--- config.mk ---
export PLATFORM = sky130hd
export DESIGN_NAME = dma_engine
export DESIGN_NICKNAME = d
export VERILOG_FILES = /design/src/rtl/dma_engine.sv
export SDC_FILE = /design/constraint.sdc
export NUM_CORES = 1
export LEC_CHECK = 0
export ABC_CLOCK_PERIOD_IN_PS = 10000
export CORE_MARGIN = 5
export CORE_UTILIZATION = 60
export CTS_CLUSTER_DIAMETER = 60
export DETAILED_ROUTE_END_ITERATION = 10
export PLACE_DENSITY = 0.94
export SLEW_MARGIN = 20
export SYNTH_ARGS = -nofsm -noshare
export SYNTH_HDL_FRONTEND = slang
export SYNTH_SLANG_ARGS = --single-unit
--- constraint.sdc ---
create_clock -name clk -period 10 [get_ports clk]
set_clock_uncertainty 0.15 [all_clocks]
set_input_delay 2 -clock clk [delete_from_list [all_inputs] [get_ports clk]]
set_output_delay 2 -clock clk [all_outputs]
set_load 0.05 [all_outputs]
--- src/rtl/dma_engine.sv ---
// dma_engine: multi-channel memory-to-memory DMA engine.
// Each channel moves ch_len bytes from ch_src to ch_dst over the shared bus,
// one byte per four cycles (READ0, READ1, WRITE0, WRITE1). Channel 0 has the
// highest priority. A general channel runs to completion. An hblank channel
// moves BLOCK_BYTES per rising edge of hblank.
// Ports:
//   clk, reset (synchronous, active-low)
//   ch_start/ch_abort/ch_mode : per-channel control (mode 1 = hblank-paced)
//   ch_src/ch_dst/ch_len      : per-channel packed source, destination, length
//   hblank                    : PPU hblank level
//   bus_active/bus_addr/bus_data_w/bus_do_write : registered bus master outputs
//   bus_data_r                : read data, valid 2 cycles after bus_addr
//   ch_busy/ch_done           : per-channel status; done is a one-cycle pulse
module dma_engine #(
  parameter int unsigned NUM_CH      = 2,
  parameter int unsigned LEN_W       = 8,
  parameter int unsigned BLOCK_BYTES = 16
) (
  input  logic                    clk,
  input  logic                    reset,
  input  logic [NUM_CH-1:0]       ch_start,
  input  logic [NUM_CH-1:0]       ch_abort,
  input  logic [NUM_CH-1:0]       ch_mode,
  input  logic [16*NUM_CH-1:0]    ch_src,
  input  logic [16*NUM_CH-1:0]    ch_dst,
  input  logic [LEN_W*NUM_CH-1:0] ch_len,
  input  logic                    hblank,
  output logic                    bus_active,
  output logic [15:0]             bus_addr,
  output logic [7:0]              bus_data_w,
  output logic                    bus_do_write,
  input  logic [7:0]              bus_data_r,
  output logic [NUM_CH-1:0]       ch_busy,
  output logic [NUM_CH-1:0]       ch_done
);

  localparam int unsigned BLK_W = $clog2(BLOCK_BYTES + 1);
  localparam int unsigned CUR_W = (NUM_CH > 1) ? $clog2(NUM_CH) : 1;

  typedef enum logic [2:0] {
    S_IDLE,
    S_READ0,
    S_READ1,
    S_WRITE0,
    S_WRITE1
  } state_t;

  state_t               state_q, state_d;
  logic [CUR_W-1:0]     cur_q, cur_d;
  logic                 abort_cur_q, abort_cur_d;
  logic                 hblank_q, hblank_d;
  logic                 bus_active_q, bus_active_d;
  logic [15:0]          bus_addr_q, bus_addr_d;
  logic [7:0]           bus_data_w_q, bus_data_w_d;
  logic                 bus_do_write_q, bus_do_write_d;
  logic [NUM_CH-1:0]    busy_q, busy_d;
  logic [NUM_CH-1:0]    done_q, done_d;
  logic [NUM_CH-1:0]    mode_q, mode_d;
  logic [NUM_CH-1:0]    pending_q, pending_d;
  logic [15:0]          src_q [NUM_CH];
  logic [15:0]          src_d [NUM_CH];
  logic [15:0]          dst_q [NUM_CH];
  logic [15:0]          dst_d [NUM_CH];
  logic [LEN_W-1:0]     rem_q [NUM_CH];
  logic [LEN_W-1:0]     rem_d [NUM_CH];
  logic [LEN_W-1:0]     idx_q [NUM_CH];
  logic [LEN_W-1:0]     idx_d [NUM_CH];
  logic [BLK_W-1:0]     blk_q [NUM_CH];
  logic [BLK_W-1:0]     blk_d [NUM_CH];

  logic                 hb_rise;
  logic [NUM_CH-1:0]    ready;
  logic [CUR_W-1:0]     sel;
  logic                 sel_vld;
  logic [LEN_W-1:0]     idx_nxt;
  logic [BLK_W-1:0]     blk_nxt;

  // Next-state logic: channel bookkeeping first, then the bus sequencer.
  always_comb begin
    state_d        = state_q;
    cur_d          = cur_q;
    abort_cur_d    = abort_cur_q;
    hblank_d       = hblank;
    bus_active_d   = bus_active_q;
    bus_addr_d     = bus_addr_q;
    bus_data_w_d   = bus_data_w_q;
    bus_do_write_d = bus_do_write_q;
    busy_d         = busy_q;
    done_d         = '0;
    mode_d         = mode_q;
    pending_d      = pending_q;
    src_d          = src_q;
    dst_d          = dst_q;
    rem_d          = rem_q;
    idx_d          = idx_q;
    blk_d          = blk_q;
    hb_rise        = hblank & ~hblank_q;
    ready          = '0;
    sel            = '0;
    sel_vld        = 1'b0;
    idx_nxt        = idx_q[cur_q] + LEN_W'(1);
    blk_nxt        = blk_q[cur_q] + BLK_W'(1);

    for (int unsigned i = 0; i < NUM_CH; i++) begin
      // A rising edge while already pending is simply absorbed.
      if (hb_rise && busy_q[i] && mode_q[i]) begin
        pending_d[i] = 1'b1;
      end
      // The executing channel finishes its byte; idle channels drop at once.
      if (ch_abort[i]) begin
        if ((state_q != S_IDLE) && (cur_q == CUR_W'(i))) begin
          abort_cur_d = 1'b1;
        end else begin
          busy_d[i]    = 1'b0;
          pending_d[i] = 1'b0;
        end
      end
      // Abort wins over start; a busy channel ignores start.
      if (ch_start[i] && !ch_abort[i] && !busy_q[i] &&
          (ch_len[LEN_W*i +: LEN_W] != '0)) begin
        src_d[i]     = ch_src[16*i +: 16];
        dst_d[i]     = ch_dst[16*i +: 16];
        rem_d[i]     = ch_len[LEN_W*i +: LEN_W];
        mode_d[i]    = ch_mode[i];
        idx_d[i]     = '0;
        blk_d[i]     = '0;
        pending_d[i] = 1'b0;
        busy_d[i]    = 1'b1;
      end
      ready[i] = busy_q[i] && !ch_abort[i] && (!mode_q[i] || pending_q[i]);
    end

    // Lowest index wins.
    for (int i = int'(NUM_CH) - 1; i >= 0; i--) begin
      if (ready[i]) begin
        sel     = CUR_W'(i);
        sel_vld = 1'b1;
      end
    end

    unique case (state_q)
      S_IDLE: begin
        bus_do_write_d = 1'b0;
        abort_cur_d    = 1'b0;
        if (sel_vld) begin
          cur_d        = sel;
          state_d      = S_READ0;
          bus_active_d = 1'b1;
          bus_addr_d   = src_q[sel] + 16'(idx_q[sel]);
        end else begin
          bus_active_d = 1'b0;
        end
      end
      S_READ0: begin
        bus_do_write_d = 1'b0;
        state_d        = S_READ1;
      end
      S_READ1: begin
        state_d = S_WRITE0;
      end
      S_WRITE0: begin
        // Read data for the address driven in READ0 is valid this cycle.
        bus_data_w_d   = bus_data_r;
        bus_addr_d     = dst_q[cur_q] + 16'(idx_q[cur_q]);
        bus_do_write_d = 1'b1;
        state_d        = S_WRITE1;
      end
      S_WRITE1: begin
        bus_do_write_d = 1'b0;
        idx_d[cur_q]   = idx_nxt;
        rem_d[cur_q]   = rem_q[cur_q] - LEN_W'(1);
        blk_d[cur_q]   = blk_nxt;
        if (abort_cur_d) begin
          busy_d[cur_q]    = 1'b0;
          pending_d[cur_q] = 1'b0;
          abort_cur_d      = 1'b0;
          bus_active_d     = 1'b0;
          state_d          = S_IDLE;
        end else if (rem_q[cur_q] == LEN_W'(1)) begin
          busy_d[cur_q]    = 1'b0;
          pending_d[cur_q] = 1'b0;
          done_d[cur_q]    = 1'b1;
          bus_active_d     = 1'b0;
          state_d          = S_IDLE;
        end else if (mode_q[cur_q] && (blk_nxt == BLK_W'(BLOCK_BYTES))) begin
          pending_d[cur_q] = 1'b0;
          blk_d[cur_q]     = '0;
          bus_active_d     = 1'b0;
          state_d          = S_IDLE;
        end else begin
          bus_addr_d = src_q[cur_q] + 16'(idx_nxt);
          state_d    = S_READ0;
        end
      end
      default: begin
        state_d      = S_IDLE;
        bus_active_d = 1'b0;
      end
    endcase
  end

  // State and output registers with synchronous active-low reset.
  always_ff @(posedge clk) begin
    if (!reset) begin
      state_q        <= S_IDLE;
      cur_q          <= '0;
      abort_cur_q    <= 1'b0;
      hblank_q       <= 1'b0;
      bus_active_q   <= 1'b0;
      bus_addr_q     <= '0;
      bus_data_w_q   <= '0;
      bus_do_write_q <= 1'b0;
      busy_q         <= '0;
      done_q         <= '0;
      mode_q         <= '0;
      pending_q      <= '0;
      for (int unsigned i = 0; i < NUM_CH; i++) begin
        src_q[i] <= '0;
        dst_q[i] <= '0;
        rem_q[i] <= '0;
        idx_q[i] <= '0;
        blk_q[i] <= '0;
      end
    end else begin
      state_q        <= state_d;
      cur_q          <= cur_d;
      abort_cur_q    <= abort_cur_d;
      hblank_q       <= hblank_d;
      bus_active_q   <= bus_active_d;
      bus_addr_q     <= bus_addr_d;
      bus_data_w_q   <= bus_data_w_d;
      bus_do_write_q <= bus_do_write_d;
      busy_q         <= busy_d;
      done_q         <= done_d;
      mode_q         <= mode_d;
      pending_q      <= pending_d;
      src_q          <= src_d;
      dst_q          <= dst_d;
      rem_q          <= rem_d;
      idx_q          <= idx_d;
      blk_q          <= blk_d;
    end
  end

  assign bus_active   = bus_active_q;
  assign bus_addr     = bus_addr_q;
  assign bus_data_w   = bus_data_w_q;
  assign bus_do_write = bus_do_write_q;
  assign ch_busy      = busy_q;
  assign ch_done      = done_q;

endmodule
==> reports/results.tsv <==
metric	value	unit
final antenna-violating net count	0	
CP Max Fanout	31	
crit path cell chain	clkdlybuf4s50_1, nor2b_1, o311a_1, buf_4, mux2_2, ha_1, inv_1, fa_1, nor2b_1, o31a_1, o31ai_1, nor2_1, o311ai_0, a21oi_1, a21oi_1, a31oi_1	
Final nets	1322	
drt wl/cell	18.89	µm
sink of the worst hold path	bus_data_w[4]$_SDFFE_PN0P_	
Die Span Y	131.7	µm
Ant. Diodes	0	
placed insts	1360	
Die Width	131.7	µm
CP Buf/Inv Count	3	
Register-to-Register Path Depth	12	
Area growth syn-to-layout	21.76	%
final setup violating endpoints	0	
clock sink total	146	
TritonCTS clock tree	done	
initial DRC count	873	
ys flop type	dfxtp_1	
clk_lat worst skew	0.44	ns
Clock Tree Root	clkbuf_16	
Worst setup SP type	input pin	
Detailed Route WL	26.28	mm
Final Core Density	74.51	%
DPL Wire Length	17.63	mm
CP endpoint kind	flip-flop	
Post-synth EDFFs	0	
H-tree depth	4	
Cell Area, Synth	0.008894	mm²
Mean Syn Cell Area	8.041	µm²
WS Path Type	in -> reg	
post_cts resized	0	
DRC Markers	0	
Rows	44	
largest net degree at the start of global routing	102	
async set-or-reset flop fraction in the synthesized netlist	0	%
vias	8745	
initial antenna violation count	0	
Lkg Pwr	4.220	nW
flops & latches, synth	146	
Slew HR	23.15	%
worst hold start	bus_data_w[4]$_SDFFE_PN0P_	
Hold Path Class	reg -> reg	
Worst path slowest cell	o31ai_1	
Tot GR Track Use	29.36	%
top-count cell post-synth	nand2_1	
Req. time, crit path	10.11	ns
Max Root-Sink Buffers	2	
Max IR drop VDD	0.1153	mV
post-CTS setup buffer count	0	
Area contributors post-synth	dfxtp_1 (33%), nand2_1 (9.6%), a21boi_0 (7.4%), mux2_2 (5.2%), mux2i_1 (3.9%)	
I/O pin count	127	
CTS clk-pin slew, worst paths	0.06	ns
status	complete, no violations	
Ys Warns	0	
initial core utilization	61.19	%
post-synthesis cell type count	75	
power density over cell area	142.9	mW/mm²
non-filler cells, final	1391	
Pwr Total	1.547	mW
fmax	0.1763	GHz
Max stage delay on crit path	0.61	ns
GPL Wtd Cong	0.9282	
reg2reg setup slack	5.40	ns
drt pass-1 iters	5	
Core Box Area	0.01453	mm²
fin crit share	56.73	%
synthesized instance count	1106	
number of I/O port buffers	126	
die area	0.01736	mm²
terminus of the critical flop-to-flop path	bus_addr[12]$_SDFFE_PN0P_	
total CTS buffers	17	
GRT overflow	0	
fraction of layout cells with a size suffix above 1	8.119	%
maxcap violations	0	
first-pass GRT wire length	42.29	mm
RSZ-0062 raised after global routing	false	
Hold Path Cell Cnt	2	
synth cell count leaders	nand2_1 (228), dfxtp_1 (146), a21boi_0 (88)	
Synth area leader	dfxtp_1	
CTS Hold Bufs	0	
Syn Nets	1233	
Fin Setup TNS	0	ns
sequential share of the synthesized area	32.86	%
Final Critical Period	5.673	ns
CP top delay family	compound AO/OA/AOI/OAI gates	
WP data arrival	5.79	ns
Slew Viols, Final	0	
worst slew pin tran	1.153	ns
Yosys top cell area share	32.86	%
final hold viol count	0	
Worst R2R Start	cur_q$_SDFFE_PN0P_	
vias in the first global route	8770	
vias per cell	6.287	
-- where the power goes --
group	switching [mW]	internal, mW	leakage, nW	total (mW)
Sequential	0.0238	0.607	1.19	0.631
Combinational	0.132	0.104	2.73	0.236
Clock	0.252	0.428	0.299	0.680
Total	0.408	1.14	4.22	1.55
-- cell usage in the layout (no fill, tap or decap), types with 5 or more instances in the layout --
master / count
nand2_1: 228
xor2_1: 20
nor3b_1: 7
o211ai_1: 5
o21ai_0: 54
nand3b_1: 6
ha_1: 27
nor4_1: 5
or3_1: 8
buf_4: 12
a31oi_1: 9
nor2_1: 55
mux2_2: 41
nand4_1: 5
a21boi_0: 88
xnor2_1: 25
clkdlybuf4s50_1: 125
nand3_1: 50
and2_1: 17
a211oi_1: 7
inv_1: 23
o211a_1: 11
o22ai_1: 5
nor2b_1: 14
and3_1: 13
o21a_1: 5
clkbuf_16: 17
o311ai_0: 5
mux2i_1: 35
a21o_1: 6
a21oi_1: 37
nor3_1: 16
dfxtp_1: 145
-- worst max path at each step --
| stage | slack (ns) | cells after the start | endpoint | from |
|---|---|---|---|---|
| after floorplan | 4.14 | 15 | bus_addr[11]$_SDFFE_PN0P_ | ch_abort[1] |
| after global placement | 4.20 | 14 | bus_addr[11]$_SDFFE_PN0P_ | ch_abort[1] |
| after detailed placement | 4.14 | 16 | bus_addr[12]$_SDFFE_PN0P_ | ch_abort[1] |
| after CTS | 4.41 | 16 | bus_addr[12]$_SDFFE_PN0P_ | ch_abort[1] |
| after global routing | 4.08 | 16 | bus_addr[10]$_SDFFE_PN0P_ | ch_abort[1] |
| final | 4.33 | 16 | bus_addr[10]$_SDFFE_PN0P_ | ch_abort[1] |
-- cell families (layout without fill, tap and decap cells) --
| kind of cell | after synthesis | in the layout | share of synthesized area [%] |
|---|---|---|---|
| flip-flops | 146 | 146 | 32.86 |
| AND/OR/NAND/NOR | 445 | 445 | 23.28 |
| multiplexers | 76 | 76 | 9.131 |
| AO/OA/AOI/OAI | 271 | 271 | 21.07 |
| XOR/XNOR | 47 | 47 | 4.938 |
| adder cells (fa/ha/maj) | 31 | 31 | 4.600 |
| buffers and inverters | 90 | 191 | 4.108 |
-- worst min-delay path: stages, from the launching register on --
cell and delay, ns:
dfxtp_1 0.31, nand2_1 0.04, a21boi_0 0.06
-- routing by layer --
layer / global-route usage, % / vias up / wire length, µm / share of wire, %
li1: - / 4064 / - / -
met1: 32.51 / 4123 / 10070 / 38
met2: 51.47 / 462 / 13020 / 50
met3: 8.473 / 96 / 2148 / 8.2
met4: 14.34 / 0 / 1037 / 3.9
met5: 0 / - / 0 / 0
-- registers in the layout, summed over array words and instances (netlist names) --
signal	count
src_q	32
rem_q	16
bus_do_write	1
dst_q	32
ch_done	2
bus_data_w	8
abort_cur_q	1
cur_q	1
idx_q	16
hblank_q	1
bus_active	1
bus_addr	16
mode_q	2
state_q	3
blk_q	10
pending_q	2
ch_busy	2
-- cell type report --
class / count / area [µm²]
multi-input combinational: 870 / 5625
fill: 1033 / 3705
sequential: 146 / 2927
timing repair buffer: 137 / 1341
clock buffer: 21 / 460.4
tap: 184 / 230.2
clock inverter: 10 / 158.9
inverter: 23 / 86.33
-- stage by stage --
stage,area [µm²],setup WS (ns),hold WS [ns]
6_report,10830,4.327,0.3098
5_1_grt,10830,4.082,0.3281
4_1_cts,10830,4.412,0.3132
3_5_place_dp,10210,4.140,0.3050
3_3_place_gp,10210,4.205,0.2974
2_1_floorplan,8894,4.142,0.2900
(Power assumes the default switching activity.)
